File: src/rtl/sand_pkg.sv
// Shared definitions for the falling-sand sweep controller.
//   CELL_EMPTY / CELL_WALL : reserved cell status codes
//   state_t                : sweep FSM state encoding
//   cell_index             : row-major cell address helper (y*w + x)
// Optional feature macro used by the users of this package: SAND_DIAG_EN.
package sand_pkg;

    localparam logic [7:0] CELL_EMPTY = 8'h00;
    localparam logic [7:0] CELL_WALL  = 8'hFF;

    typedef enum logic [3:0] {
        IDLE    = 4'd0,
        RD_CUR  = 4'd1,
        CHK_CUR = 4'd2,
        RD_B    = 4'd3,
        CHK_B   = 4'd4,
        RD_L    = 4'd5,
        CHK_L   = 4'd6,
        RD_R    = 4'd7,
        CHK_R   = 4'd8,
        WR_DST  = 4'd9,
        WR_SRC  = 4'd10,
        DONE    = 4'd11
    } state_t;

    // Row-major address of cell (x,y) in a grid w cells wide.
    function automatic int cell_index(input int x, input int y, input int w);
        return (y * w) + x;
    endfunction

endpackage

File: src/rtl/sand_coord_ctr.sv
// Coordinate counters and address generation for the sand sweep.
// Walks cells from (0,GRID_H-1) along each row, then up one row, ending at
// (GRID_W-1,0); advancing past the last cell reloads the start position.
// Ports:
//   clk_i, rst_i   : clock, asynchronous active-high reset
//   advance_i      : step to the next cell in sweep order
//   at_bottom_o    : current cell is on the bottom row
//   last_o         : current cell is the final cell of the sweep
//   at_left_o / at_right_o, addr_bl_o / addr_br_o : diagonal support
//                    (present only with SAND_DIAG_EN defined)
//   addr_cur_o     : address of current cell
//   addr_b_o       : address of the cell directly below
//   addr_nxt_o     : address of the next cell in sweep order
module sand_coord_ctr
    import sand_pkg::*;
#(
    parameter int GRID_W     = 16,
    parameter int GRID_H     = 16,
    parameter int ADDR_WIDTH = 8
) (
    input  logic                  clk_i,
    input  logic                  rst_i,
    input  logic                  advance_i,
    output logic                  at_bottom_o,
    output logic                  last_o,
`ifdef SAND_DIAG_EN
    output logic                  at_left_o,
    output logic                  at_right_o,
    output logic [ADDR_WIDTH-1:0] addr_bl_o,
    output logic [ADDR_WIDTH-1:0] addr_br_o,
`endif
    output logic [ADDR_WIDTH-1:0] addr_cur_o,
    output logic [ADDR_WIDTH-1:0] addr_b_o,
    output logic [ADDR_WIDTH-1:0] addr_nxt_o
);

    localparam int XW = (GRID_W > 1) ? $clog2(GRID_W) : 1;
    localparam int YW = (GRID_H > 1) ? $clog2(GRID_H) : 1;
    localparam logic [XW-1:0] X_LAST = XW'(GRID_W - 1);
    localparam logic [YW-1:0] Y_LAST = YW'(GRID_H - 1);

    logic [XW-1:0] x_q, x_d;
    logic [YW-1:0] y_q, y_d;
    logic          row_end_s;
    logic          last_s;

    // Next position in sweep order; the final cell wraps back to the start.
    always_comb begin
        row_end_s = (x_q == X_LAST);
        last_s    = row_end_s && (y_q == YW'(0));
        x_d       = x_q;
        y_d       = y_q;
        if (last_s) begin
            x_d = XW'(0);
            y_d = Y_LAST;
        end else if (row_end_s) begin
            x_d = XW'(0);
            y_d = y_q - YW'(1);
        end else begin
            x_d = x_q + XW'(1);
            y_d = y_q;
        end
    end

    // Coordinate registers.
    always_ff @(posedge clk_i or posedge rst_i) begin
        if (rst_i) begin
            x_q <= XW'(0);
            y_q <= Y_LAST;
        end else if (advance_i) begin
            x_q <= x_d;
            y_q <= y_d;
        end else begin
            x_q <= x_q;
            y_q <= y_q;
        end
    end

    // Neighbour addresses; out-of-grid values are never used by the FSM.
    always_comb begin
        at_bottom_o = (y_q == Y_LAST);
        last_o      = last_s;
        addr_cur_o  = ADDR_WIDTH'(cell_index(int'(x_q), int'(y_q), GRID_W));
        addr_b_o    = ADDR_WIDTH'(cell_index(int'(x_q), int'(y_q) + 1, GRID_W));
        addr_nxt_o  = ADDR_WIDTH'(cell_index(int'(x_d), int'(y_d), GRID_W));
`ifdef SAND_DIAG_EN
        at_left_o   = (x_q == XW'(0));
        at_right_o  = row_end_s;
        addr_bl_o   = ADDR_WIDTH'(cell_index(int'(x_q) - 1, int'(y_q) + 1, GRID_W));
        addr_br_o   = ADDR_WIDTH'(cell_index(int'(x_q) + 1, int'(y_q) + 1, GRID_W));
`endif
    end

endmodule

File: src/rtl/sand_sweep_ctrl.sv
// Falling-sand sweep controller. One start_i pulse walks the whole grid once,
// bottom row first, moving each grain one cell down (or diagonally down when
// SAND_DIAG_EN is defined) into an empty cell via a synchronous frame RAM.
// Ports:
//   clk_i, rst_i      : clock, asynchronous active-high reset
//   start_i           : begin one sweep (only honoured when idle)
//   busy_o, done_o    : sweep in progress / one-cycle end-of-sweep pulse
//   rd_addr_o         : RAM read address (data returns next cycle)
//   rd_data_i         : RAM read data
//   wr_en_o, wr_addr_o, wr_data_o : RAM write port
// Configuration macro: SAND_DIAG_EN (diagonal fall; undefined = straight only).
module sand_sweep_ctrl
    import sand_pkg::*;
#(
    parameter int GRID_W     = 16,
    parameter int GRID_H     = 16,
    parameter int ADDR_WIDTH = 8,
    parameter int DATA_WIDTH = 8
) (
    input  logic                  clk_i,
    input  logic                  rst_i,
    input  logic                  start_i,
    output logic                  busy_o,
    output logic                  done_o,
    output logic [ADDR_WIDTH-1:0] rd_addr_o,
    input  logic [DATA_WIDTH-1:0] rd_data_i,
    output logic                  wr_en_o,
    output logic [ADDR_WIDTH-1:0] wr_addr_o,
    output logic [DATA_WIDTH-1:0] wr_data_o
);

    localparam logic [DATA_WIDTH-1:0] D_EMPTY = DATA_WIDTH'(CELL_EMPTY);
    localparam logic [DATA_WIDTH-1:0] D_WALL  = DATA_WIDTH'(CELL_WALL);

    state_t                  state_q, state_d;
    logic [DATA_WIDTH-1:0]   val_q, val_d;
    logic [ADDR_WIDTH-1:0]   rd_addr_q, rd_addr_d;
    logic                    wr_en_q, wr_en_d;
    logic [ADDR_WIDTH-1:0]   wr_addr_q, wr_addr_d;
    logic [DATA_WIDTH-1:0]   wr_data_q, wr_data_d;
    logic                    busy_q, busy_d;
    logic                    done_q, done_d;

    logic                    step_s;
    logic                    advance_s;
    logic                    at_bottom_s;
    logic                    last_s;
    logic [ADDR_WIDTH-1:0]   addr_cur_s;
    logic [ADDR_WIDTH-1:0]   addr_b_s;
    logic [ADDR_WIDTH-1:0]   addr_nxt_s;
`ifdef SAND_DIAG_EN
    logic                    at_left_s;
    logic                    at_right_s;
    logic [ADDR_WIDTH-1:0]   addr_bl_s;
    logic [ADDR_WIDTH-1:0]   addr_br_s;
`endif

    sand_coord_ctr #(
        .GRID_W     (GRID_W),
        .GRID_H     (GRID_H),
        .ADDR_WIDTH (ADDR_WIDTH)
    ) u_coord (
        .clk_i       (clk_i),
        .rst_i       (rst_i),
        .advance_i   (advance_s),
        .at_bottom_o (at_bottom_s),
        .last_o      (last_s),
`ifdef SAND_DIAG_EN
        .at_left_o   (at_left_s),
        .at_right_o  (at_right_s),
        .addr_bl_o   (addr_bl_s),
        .addr_br_o   (addr_br_s),
`endif
        .addr_cur_o  (addr_cur_s),
        .addr_b_o    (addr_b_s),
        .addr_nxt_o  (addr_nxt_s)
    );

    // Next state and next registered outputs. Outputs are computed for the
    // state being entered, so rd_addr_o is valid throughout each RD_* cycle.
    always_comb begin
        state_d   = state_q;
        val_d     = val_q;
        rd_addr_d = ADDR_WIDTH'(0);
        wr_en_d   = 1'b0;
        wr_addr_d = ADDR_WIDTH'(0);
        wr_data_d = DATA_WIDTH'(0);
        step_s    = 1'b0;
        advance_s = 1'b0;

        case (state_q)
            IDLE: begin
                if (start_i) begin
                    state_d   = RD_CUR;
                    rd_addr_d = addr_cur_s;
                end else begin
                    state_d = IDLE;
                end
            end
            RD_CUR: state_d = CHK_CUR;
            CHK_CUR: begin
                // Bottom-row grains have nowhere to fall.
                if ((rd_data_i == D_EMPTY) || (rd_data_i == D_WALL) || at_bottom_s) begin
                    step_s = 1'b1;
                end else begin
                    val_d     = rd_data_i;
                    state_d   = RD_B;
                    rd_addr_d = addr_b_s;
                end
            end
            RD_B: state_d = CHK_B;
            CHK_B: begin
                if (rd_data_i == D_EMPTY) begin
                    state_d   = WR_DST;
                    wr_en_d   = 1'b1;
                    wr_addr_d = addr_b_s;
                    wr_data_d = val_q;
                end else begin
`ifdef SAND_DIAG_EN
                    if (!at_left_s) begin
                        state_d   = RD_L;
                        rd_addr_d = addr_bl_s;
                    end else if (!at_right_s) begin
                        state_d   = RD_R;
                        rd_addr_d = addr_br_s;
                    end else begin
                        step_s = 1'b1;
                    end
`else
                    step_s = 1'b1;
`endif
                end
            end
`ifdef SAND_DIAG_EN
            RD_L: state_d = CHK_L;
            CHK_L: begin
                if (rd_data_i == D_EMPTY) begin
                    state_d   = WR_DST;
                    wr_en_d   = 1'b1;
                    wr_addr_d = addr_bl_s;
                    wr_data_d = val_q;
                end else if (!at_right_s) begin
                    state_d   = RD_R;
                    rd_addr_d = addr_br_s;
                end else begin
                    step_s = 1'b1;
                end
            end
            RD_R: state_d = CHK_R;
            CHK_R: begin
                if (rd_data_i == D_EMPTY) begin
                    state_d   = WR_DST;
                    wr_en_d   = 1'b1;
                    wr_addr_d = addr_br_s;
                    wr_data_d = val_q;
                end else begin
                    step_s = 1'b1;
                end
            end
`endif
            WR_DST: begin
                state_d   = WR_SRC;
                wr_en_d   = 1'b1;
                wr_addr_d = addr_cur_s;
                wr_data_d = D_EMPTY;
            end
            WR_SRC: step_s = 1'b1;
            DONE:   state_d = IDLE;
            default: state_d = IDLE;
        endcase

        // Move on to the next cell, or finish after the last one.
        if (step_s) begin
            advance_s = 1'b1;
            if (last_s) begin
                state_d = DONE;
            end else begin
                state_d   = RD_CUR;
                rd_addr_d = addr_nxt_s;
            end
        end else begin
            advance_s = 1'b0;
        end

        busy_d = (state_d != IDLE) && (state_d != DONE);
        done_d = (state_d == DONE);
    end

    // FSM state, latched grain value and registered outputs.
    always_ff @(posedge clk_i or posedge rst_i) begin
        if (rst_i) begin
            state_q   <= IDLE;
            val_q     <= DATA_WIDTH'(0);
            rd_addr_q <= ADDR_WIDTH'(0);
            wr_en_q   <= 1'b0;
            wr_addr_q <= ADDR_WIDTH'(0);
            wr_data_q <= DATA_WIDTH'(0);
            busy_q    <= 1'b0;
            done_q    <= 1'b0;
        end else begin
            state_q   <= state_d;
            val_q     <= val_d;
            rd_addr_q <= rd_addr_d;
            wr_en_q   <= wr_en_d;
            wr_addr_q <= wr_addr_d;
            wr_data_q <= wr_data_d;
            busy_q    <= busy_d;
            done_q    <= done_d;
        end
    end

    assign busy_o    = busy_q;
    assign done_o    = done_q;
    assign rd_addr_o = rd_addr_q;
    assign wr_en_o   = wr_en_q;
    assign wr_addr_o = wr_addr_q;
    assign wr_data_o = wr_data_q;

endmodule
File: config.mk
export PLATFORM = sky130hd
export DESIGN_NAME = sand_sweep_ctrl
export DESIGN_NICKNAME = d
export VERILOG_FILES = /design/src/rtl/sand_pkg.sv /design/src/rtl/sand_coord_ctr.sv /design/src/rtl/sand_sweep_ctrl.sv
export SDC_FILE = /design/constraint.sdc
export NUM_CORES = 1
export LEC_CHECK = 0
export ABC_AREA = 1
export CAP_MARGIN = 20
export CELL_PAD_IN_SITES_DETAIL_PLACEMENT = 0
export CELL_PAD_IN_SITES_GLOBAL_PLACEMENT = 1
export CORE_UTILIZATION = 39
export CTS_BUF_LIST = sky130_fd_sc_hd__clkbuf_16
export DETAILED_ROUTE_END_ITERATION = 10
export PLACE_DENSITY_LB_ADDON = 0.12
export SYNTH_ARGS = -nofsm -noshare
export SYNTH_HDL_FRONTEND = slang
export SYNTH_HIERARCHICAL = 1
export SYNTH_SLANG_ARGS = --single-unit
File: constraint.sdc
create_clock -name clk_i -period 2.3 [get_ports clk_i]
set_clock_uncertainty 0.15 [all_clocks]
set_input_delay 0.46 -clock clk_i [delete_from_list [all_inputs] [get_ports clk_i]]
set_output_delay 0.46 -clock clk_i [all_outputs]
set_load 0.03 [all_outputs]
Word level (Yosys, flattened, before mapping)
Cells that the tools add are included.
{ "op_classes": {"n_addsub": 6, "eq_ne": 11, "muxes": 25, "n_bitwise": 1, "n_reduce_logical": 9} }
{ "op_table": {"columns": ["cell", "count"], "rows": [
  ["$mux 8", 7],
  ["$mux 4", 8],
  ["$pmux 8 s2", 2],
  ["$pmux 4 s7", 1],
  ["$eq 4x4->1 const B", 5],
  ["$add 8x4->8", 2],
  ["$add 4x1->4 const B", 2],
  ["$add 8x5->8", 1],
  ["$eq 4x2->1 const B", 2],
  ["$eq 8x8->1 const B", 1],
  ["$logic_not 4->1", 2],
  ["$logic_not 8->1", 1],
  ["$mux 1", 5],
  ["$eq 4x1->1 const B", 1],
  ["$eq 4x3->1 const B", 1],
  ["$ne 4x4->1 const B", 1],
  ["$reduce_bool 4->1", 1],
  ["$sub 4x1->4 const B", 1],
  ["$pmux 1 s3", 1],
  ["$logic_and 1x1->1", 2],
  ["$logic_or 1x1->1", 2],
  ["$pmux 1 s2", 1],
  ["$reduce_and 2->1", 1],
  ["$not 1->1", 1]
]} }
{ "word_totals": {"reg_bits": 47, "in_bits": 11, "wordCells": 62} }

Longest topological paths before layout
{ "depth": {"depth_word": 8, "ltp_mapped": 12, "ltp_nobuf": 11} }

Modules after synthesis
The synthesis kept the hierarchy.
{ "by_module_without_submodules": {"columns": ["module", "instances", "cells_per_inst", "area_each_um2", "seq_area_each_um2"], "rows": [
  ["sand_sweep_ctrl", 1, 183, 1660.3, 975.9],
  ["sand_coord_ctr", 1, 80, 594.3, 205.2]
]} }

Worst setup path before layout
Ideal clock, no wire load.
{ "synth_path": {"kind": "register to register", "startpoint": "reg u_coord.y_q[1]", "endpoint": "reg u_coord.x_q[0]", "setup_ns": 0.130, "t_arrival_ns": 1.637, "required_time_ns": 2.020, "path_slack_ns": 0.383, "stages_incl_launch_ff": 13, "cell_sequence": "dfstp_2 -> ha_1 -> nand2_1 -> nor2_1 -> inv_1 -> nand3_1 -> nand2_1 -> nand2_2 -> buf_6 -> buf_2 -> inv_1 -> nand2_1 -> o21ai_0"} }
{ "synth_via": {"elab_chain_len": 5, "elab_cells_between_ends": 8} }
{ "synth_rtl": {"columns": ["element", "line_no", "text"], "rows": [
  ["start: declaration", "sand_coord_ctr.sv:43", "logic [YW-1:0] y_q, y_d;"],
  ["start signal: assignment", "sand_coord_ctr.sv:72", "y_q <= y_d;"],
  ["start signal: assignment", "sand_coord_ctr.sv:75", "y_q <= y_q;"],
  ["$eq 4x4->1", "sand_coord_ctr.sv:81", "at_bottom_o = (y_q == Y_LAST);"],
  ["net at_bottom_s", "sand_sweep_ctrl.sv:46", "logic at_bottom_s;"],
  ["$logic_or 1x1->1", "sand_sweep_ctrl.sv:103", "if ((rd_data_i == D_EMPTY) || (rd_data_i == D_WALL) || at_bottom_s) begin"],
  ["$mux 1", "sand_sweep_ctrl.sv:103", null],
  ["$pmux 1 s3", "sand_sweep_ctrl.sv:91", "case (state_q)"],
  ["$mux 1", "sand_sweep_ctrl.sv:173", "if (step_s) begin"],
  ["net advance_s", "sand_sweep_ctrl.sv:45", "logic advance_s;"],
  ["end signal: assignment", "sand_coord_ctr.sv:74", "x_q <= x_q;"],
  ["end: declaration", "sand_coord_ctr.sv:42", "logic [XW-1:0] x_q, x_d;"]
]} }
The timed path passes the listed nets, and every way through them passes these cells.
A chain may end at the register's enable or synchronous reset.

Worst setup path after layout
{ "layout_path": {"startpoint": "reg u_coord.y_q[1]", "endpoint": "reg u_coord.x_q[0]"} }
{ "layout_via": {"elab_chain_len": 5, "elab_cells_between_ends": 8} }
{ "layout_rtl": {"columns": ["element", "line_no"], "rows": [
  ["$eq 4x4->1", "sand_coord_ctr.sv:81"],
  ["net at_bottom_s", "sand_sweep_ctrl.sv:46"],
  ["$logic_or 1x1->1", "sand_sweep_ctrl.sv:103"],
  ["$mux 1", "sand_sweep_ctrl.sv:103"],
  ["$pmux 1 s3", "sand_sweep_ctrl.sv:91"],
  ["$mux 1", "sand_sweep_ctrl.sv:173"]
]} }
The timed path passes the listed nets, and every way through them passes these cells.

==> results_dict.tcl <==
set metrics [dict create \
    finalHoldViolations 0 \
    die_x_microns 78.0 \
    gp_congestion 0.804 \
    slew_headroom 0.676 \
    crit_path_start_kind "flip-flop" \
    grt_usage 0.161 \
    power_mw 2.85 \
    root_buffer "clkbuf_16" \
    tritoncts "done" \
    dieArea_sq_um 6090 \
    place_area_sq_um 2700 \
    antenna_cells 0 \
    fin_ws_ns 0.275 \
    gr-total-overflow 0 \
    dp_hpwl_microns 3300 \
    postCtsSetupRepairBufs 0 \
    antenna_found_initial 0 \
    cp_max_fo 8 \
    period_share 0.880 \
    cp_data_required_time_ns 2.30 \
    fin_area_sq_um 2850 \
    finalSetupTns_ns 0 \
    h-tree-depth 2 \
    hold_path_class "in -> async" \
    yosysTopAreaCell "dfrtp_1" \
    post-place-ws_ns 0.0699 \
    vias 1719 \
    ys_warn_count 6 \
    setup_viol 0 \
    path_class "reg -> reg" \
    yosysMostFrequentCell "nand2_1" \
    syn_to_final_growth_pct 26.2 \
    grt_pass1_wl_microns 7600 \
    final_nets 319 \
    viasPerCell 4.55 \
    ioPinCount 38 \
    ant_nets 0 \
    drv_slew 0 \
    power.density_nw_per_um2 1000 \
    synth_common_cells "nand2_1, inv_1, dfrtp_1" \
    postCtsResizedCells 0 \
    cp.arrival_ns 2.03 \
    drc 0 \
    cts_buffer_depth 2 \
    routedWlPerCell_microns 11.6 \
    io_buffers 37 \
    syn_area_sq_um 2250 \
    synth_nets 277 \
    synth_top_flop_cell "dfrtp_1" \
    drive_gt1_frac 0.108 \
    status "completed" \
    synth_seq_cells 47 \
    cts_hold_buf 0 \
    end_kind "flip-flop" \
    utilization 0.514 \
    fp.coreArea_sq_um 5540 \
    syn_area_per_cell_sq_um 8.57 \
    rsz0062_at_grt "no" \
    grt_pass1_vias 1606 \
    clock_latency_ns 0.28 \
    synthCells 263 \
    seq_area_frac_synth 0.524 \
    grt_max_degree 40 \
    async_reset_ff_frac 1.00 \
    final_cells 378 \
    start_util 0.407 \
    layout_min_cycle_time_ns 2.02 \
    max_freq_ghz 0.494 \
    irDropWorstVdd_mv 0.436 \
    dp_cells 370 \
    max-cap-violations 0 \
    drtPass1Iterations 4 \
    cts_num_sinks 47 \
    wirelength_microns 4390 \
    clk_pin_slew_ns 0.06 \
    worstMarginPinSlew_ns 0.485 \
    rows 27 \
    drt_iter0_drc 130 \
    synth_top_area_frac 0.477 \
    die_h_microns 78.0 \
    cts_buffers 5 \
    leakage_nw 1.42 \
    synth.area.top_cells "dfrtp_1, nand2_1, inv_1, nor2_1, dfstp_2" \
    synth.distinct_cells 26 \
    whs_ns 0.299 \
    synth_edf_count 0 \
]
-- final cells by class --
class | instances | area [sq um]
multi-input cells | 154 | 803
inverters | 52 | 195
flip-flops and latches | 47 | 1180
clock buffers | 5 | 125
fillers | 543 | 2700
repair buffers | 45 | 430
well taps | 72 | 90.1
clock inverters | 3 | 20.0
-- registers in the layout, indices dropped and copies added, names as in the netlist --
name         count
busy_o           1
done_o           1
rd_addr_o        8
state_q          4
u_coord/x_q      4
u_coord/y_q      4
val_q            8
wr_addr_o        8
wr_data_o        8
wr_en_o          1
-- logic make-up (layout without fill, tap and decap cells) --
group / Yosys count / in the layout / share of synthesized area
buffers and inverters: 62 / 105 / 0.120
xor gates and xnor gates: 4 / 4 / 0.0189
DFF: 47 / 47 / 0.524
adders and majority gates: 3 / 3 / 0.0166
AOI/OAI and AO/OA: 31 / 31 / 0.0866
and+or+nand+nor: 116 / 116 / 0.234
-- worst paths after layout --
check	depth (start not counted)	slack (ns)	from	to
worst max-delay path	10	0.28	u_coord/y_q[1]	u_coord/x_q[0]
worst min-delay path	2	0.30	rst_i	u_coord/x_q[1]
worst max register to register	10	0.28	u_coord/y_q[1]	u_coord/x_q[0]
worst min register to register	2	0.33	val_q[4]	wr_data_o[4]
max in group asynchronous	3	1.20	rst_i	val_q[5]
min in group clk_i	2	0.33	val_q[4]	wr_data_o[4]
-- worst max-delay path: stages, from the launching register on --
cell and delay [ns]:
dfstp_2 0.61, ha_1 0.20, nand2_1 0.07, nor2_1 0.14, inv_1 0.10, nand3_1 0.09, nand2_1 0.08, nand2_2 0.14
inv_1 0.17, nand2_1 0.09, o21ai_0 0.07
-- where the power goes --
group          leakage (nW)  switching, mW  internal [mW]  total (mW)
Clock                0.0658          0.301          0.400       0.702
Combinational         0.745          0.617          0.381       0.999
Sequential            0.607          0.129           1.02        1.15
Total                  1.42           1.05           1.80        2.85
-- metal layers --
metal / vias to the layer above / GRT usage / routed length (microns)
met1: 783 / 0.219 / 2150
li1: 897 / - / -
met5: - / 0 / 0
met4: 0 / 0.0574 / 76
met2: 30 / 0.251 / 2010
met3: 9 / 0.0395 / 161
-- cells in the final DEF, fill, tap and decap left out --
cell type	n
a21oi_1	5
clkinv_2	1
clkbuf_16	5
clkinvlp_4	2
ha_1	3
nand2_2	2
or2_1	1
nor2_4	4
nand3_4	1
o21ai_0	4
nand3_1	18
buf_4	8
nand4_2	1
nor2_1	30
o22ai_1	8
dfstp_2	4
o221ai_1	8
nand2_1	54
inv_2	1
xor2_1	3
xor2_2	1
nor2_2	3
clkdlybuf4s50_1	37
o21ai_1	6
inv_1	51
nor3_1	2
dfrtp_1	43
No activity file was read; power rests on OpenSTA's default activity.
==> patch (same settings) <==
Register the input `start_i` before use, without a reset. The logic sees it one clock later. The other inputs are not delayed to match.
--- a/src/rtl/sand_sweep_ctrl.sv
+++ b/src/rtl/sand_sweep_ctrl.sv
@@ -34,2 +34,8 @@
 
+    logic start_q;
+
+    always_ff @(posedge clk_i) begin
+        start_q <= start_i;
+    end
+
     state_t                  state_q, state_d;
@@ -92,3 +98,3 @@
             IDLE: begin
-                if (start_i) begin
+                if (start_q) begin
                     state_d   = RD_CUR;
Function: changed (a bounded check fails within 4 cycles, from zero or initial values and one cycle with rst_i high).
==> patch against the unedited design <==
  * Sequential share of layout area grew 0.72 points
  * Worst setup slack better by 77 ps
  * Design area is essentially flat
  * Wire length increased by 1.5%
  * Combinational power hardly changed
  * Total power rose by 0.30%
  * Area after synthesis up 0.89%
  * Highest routed layer unchanged
  * Largest power group unchanged
  * Non-clock buffer count decreased by 2
  * Sequential cell count increased by 1
  * Maximum frequency rose by 3.9%
==> patch: results (changes against the unedited design) <==
Placed Instances 369 (-0.27%); post-CTS setup buffer count 0 (unchanged); Synth Area in Adders 0.0165 (-0.000147); Lkg Pwr 1.42 nW (+0.29%); Clock group 685 µW (-2%); min-delay worst type input pin to asynchronous set/reset pin; switching power 1.05 mW (about the same); r2r setup slk 350 ps (+80 ps); aggregate routed wire length 4460 µm (+1.5%); GRT Total Usage 0.163 (+0.00185); DP Wirelength 3270 µm (-0.87%); syn_nets 278 (+0.36%); total power 2.86 mW (+0.30%); Finished Layout Cells 377 (-0.26%); Peak VDD IR 0.498 mV (+14%); NumNets Final 318 (-0.31%); Reg clk slew, reported paths 60 ps (about the same); Synth Area in XOR/XNOR 0.0187 (-0.000166); Compound-Gate Fraction of Synth Area 0.0858 (-0.000762); CTS HTree Levels 2 (unchanged); layout cells sized above 1 0.0984 (-0.00948); DRT iter0 DRCs 97 (-25%); syn avg cell area 8.62 µm² (+0.51%); Vias 1,743 (+1.4%); initial antenna violation count 0 (unchanged); global-route wire length before repair 7760 µm (+2.1%); Post-synth ARST share 0.979 (-0.0208); sequential fraction of the synthesis area 0.528 (+0.00419); Clk Latency, worst-skew pair 280 ps (about the same); Fillers 544 (+0.18%); Cell variety after synth 27 (+3.8%); r2r endpoint rd_addr_o[5]$_DFF_PP0_; CP max stage delay 590 ps (-20 ps); critical path peak fanout 6 (-2); FF-to-FF Start u_coord/y_q[0]$_DFFE_PP1P_; R2R cell count 9 (-1); Slew HR 0.671 (-0.00569); GP Congestion 0.857 (+6.6%); status completed; worst hold slack 315 ps (+15.8 ps); Max clock buf depth 2 (unchanged); ANT cells 0 (unchanged); CP arrival 1950 ps (-80 ps); EDFF count, synth 0 (unchanged); TritonRoute pass-1 iters 4 (unchanged); top cells by area, synth dfrtp_1, nand2_1, inv_1
## patch: changes by cell type in the layout (fill, tap and decap cells not counted)
cell / change
clkinv_2: +1
dfxtp_1: +1
clkinv_1: +1
clkinvlp_4: -2
buf_4: -2
## patch: layer usage
metal,up-vias,track usage,part of all wire
met5,-,0,0
met4,0,0.0796,0.0094
li1,899,-,-
met1,800,0.226,0.49
met2,40,0.250,0.45
met3,4,0.0244,0.041
## patch: cell type report
class                      count  area [µm²]  area share
sequential                    48        1200       0.422
multi-input combinational    154         803       0.282
timing repair buffer          43         415       0.146
inverter                      52         195      0.0686
clock buffer                   5         125      0.0440
tap                           72        90.1      0.0317
clock inverter                 3        13.8     0.00484
## patch: per-stage QoR
stage / util / area (µm²) / setup slack, ps
floorplan: - / 2270 / 383
global placement: 0.485 / 2710 / 110
detailed placement: 0.485 / 2710 / 100
CTS: 0.510 / 2840 / 336
global route: 0.510 / 2840 / 167
finish: 0.510 / 2840 / 352
## patch: worst max-delay path by stage
stage / from / to / slack, ps / cells past startpoint
5_1_grt: u_coord/y_q[1]$_DFFE_PP1P_ / u_coord/x_q[0]$_DFFE_PP0P_ / 170 / 10
6_report: u_coord/y_q[0]$_DFFE_PP1P_ / rd_addr_o[5]$_DFF_PP0_ / 350 / 9
3_3_place_gp: rd_data_i[2] / rd_addr_o[3]$_DFF_PP0_ / 110 / 10
4_1_cts: u_coord/y_q[1]$_DFFE_PP1P_ / u_coord/x_q[0]$_DFFE_PP0P_ / 340 / 10
3_5_place_dp: rd_data_i[5] / rd_addr_o[3]$_DFF_PP0_ / 100 / 10
2_1_floorplan: u_coord/y_q[1]$_DFFE_PP1P_ / u_coord/x_q[0]$_DFFE_PP0P_ / 380 / 12
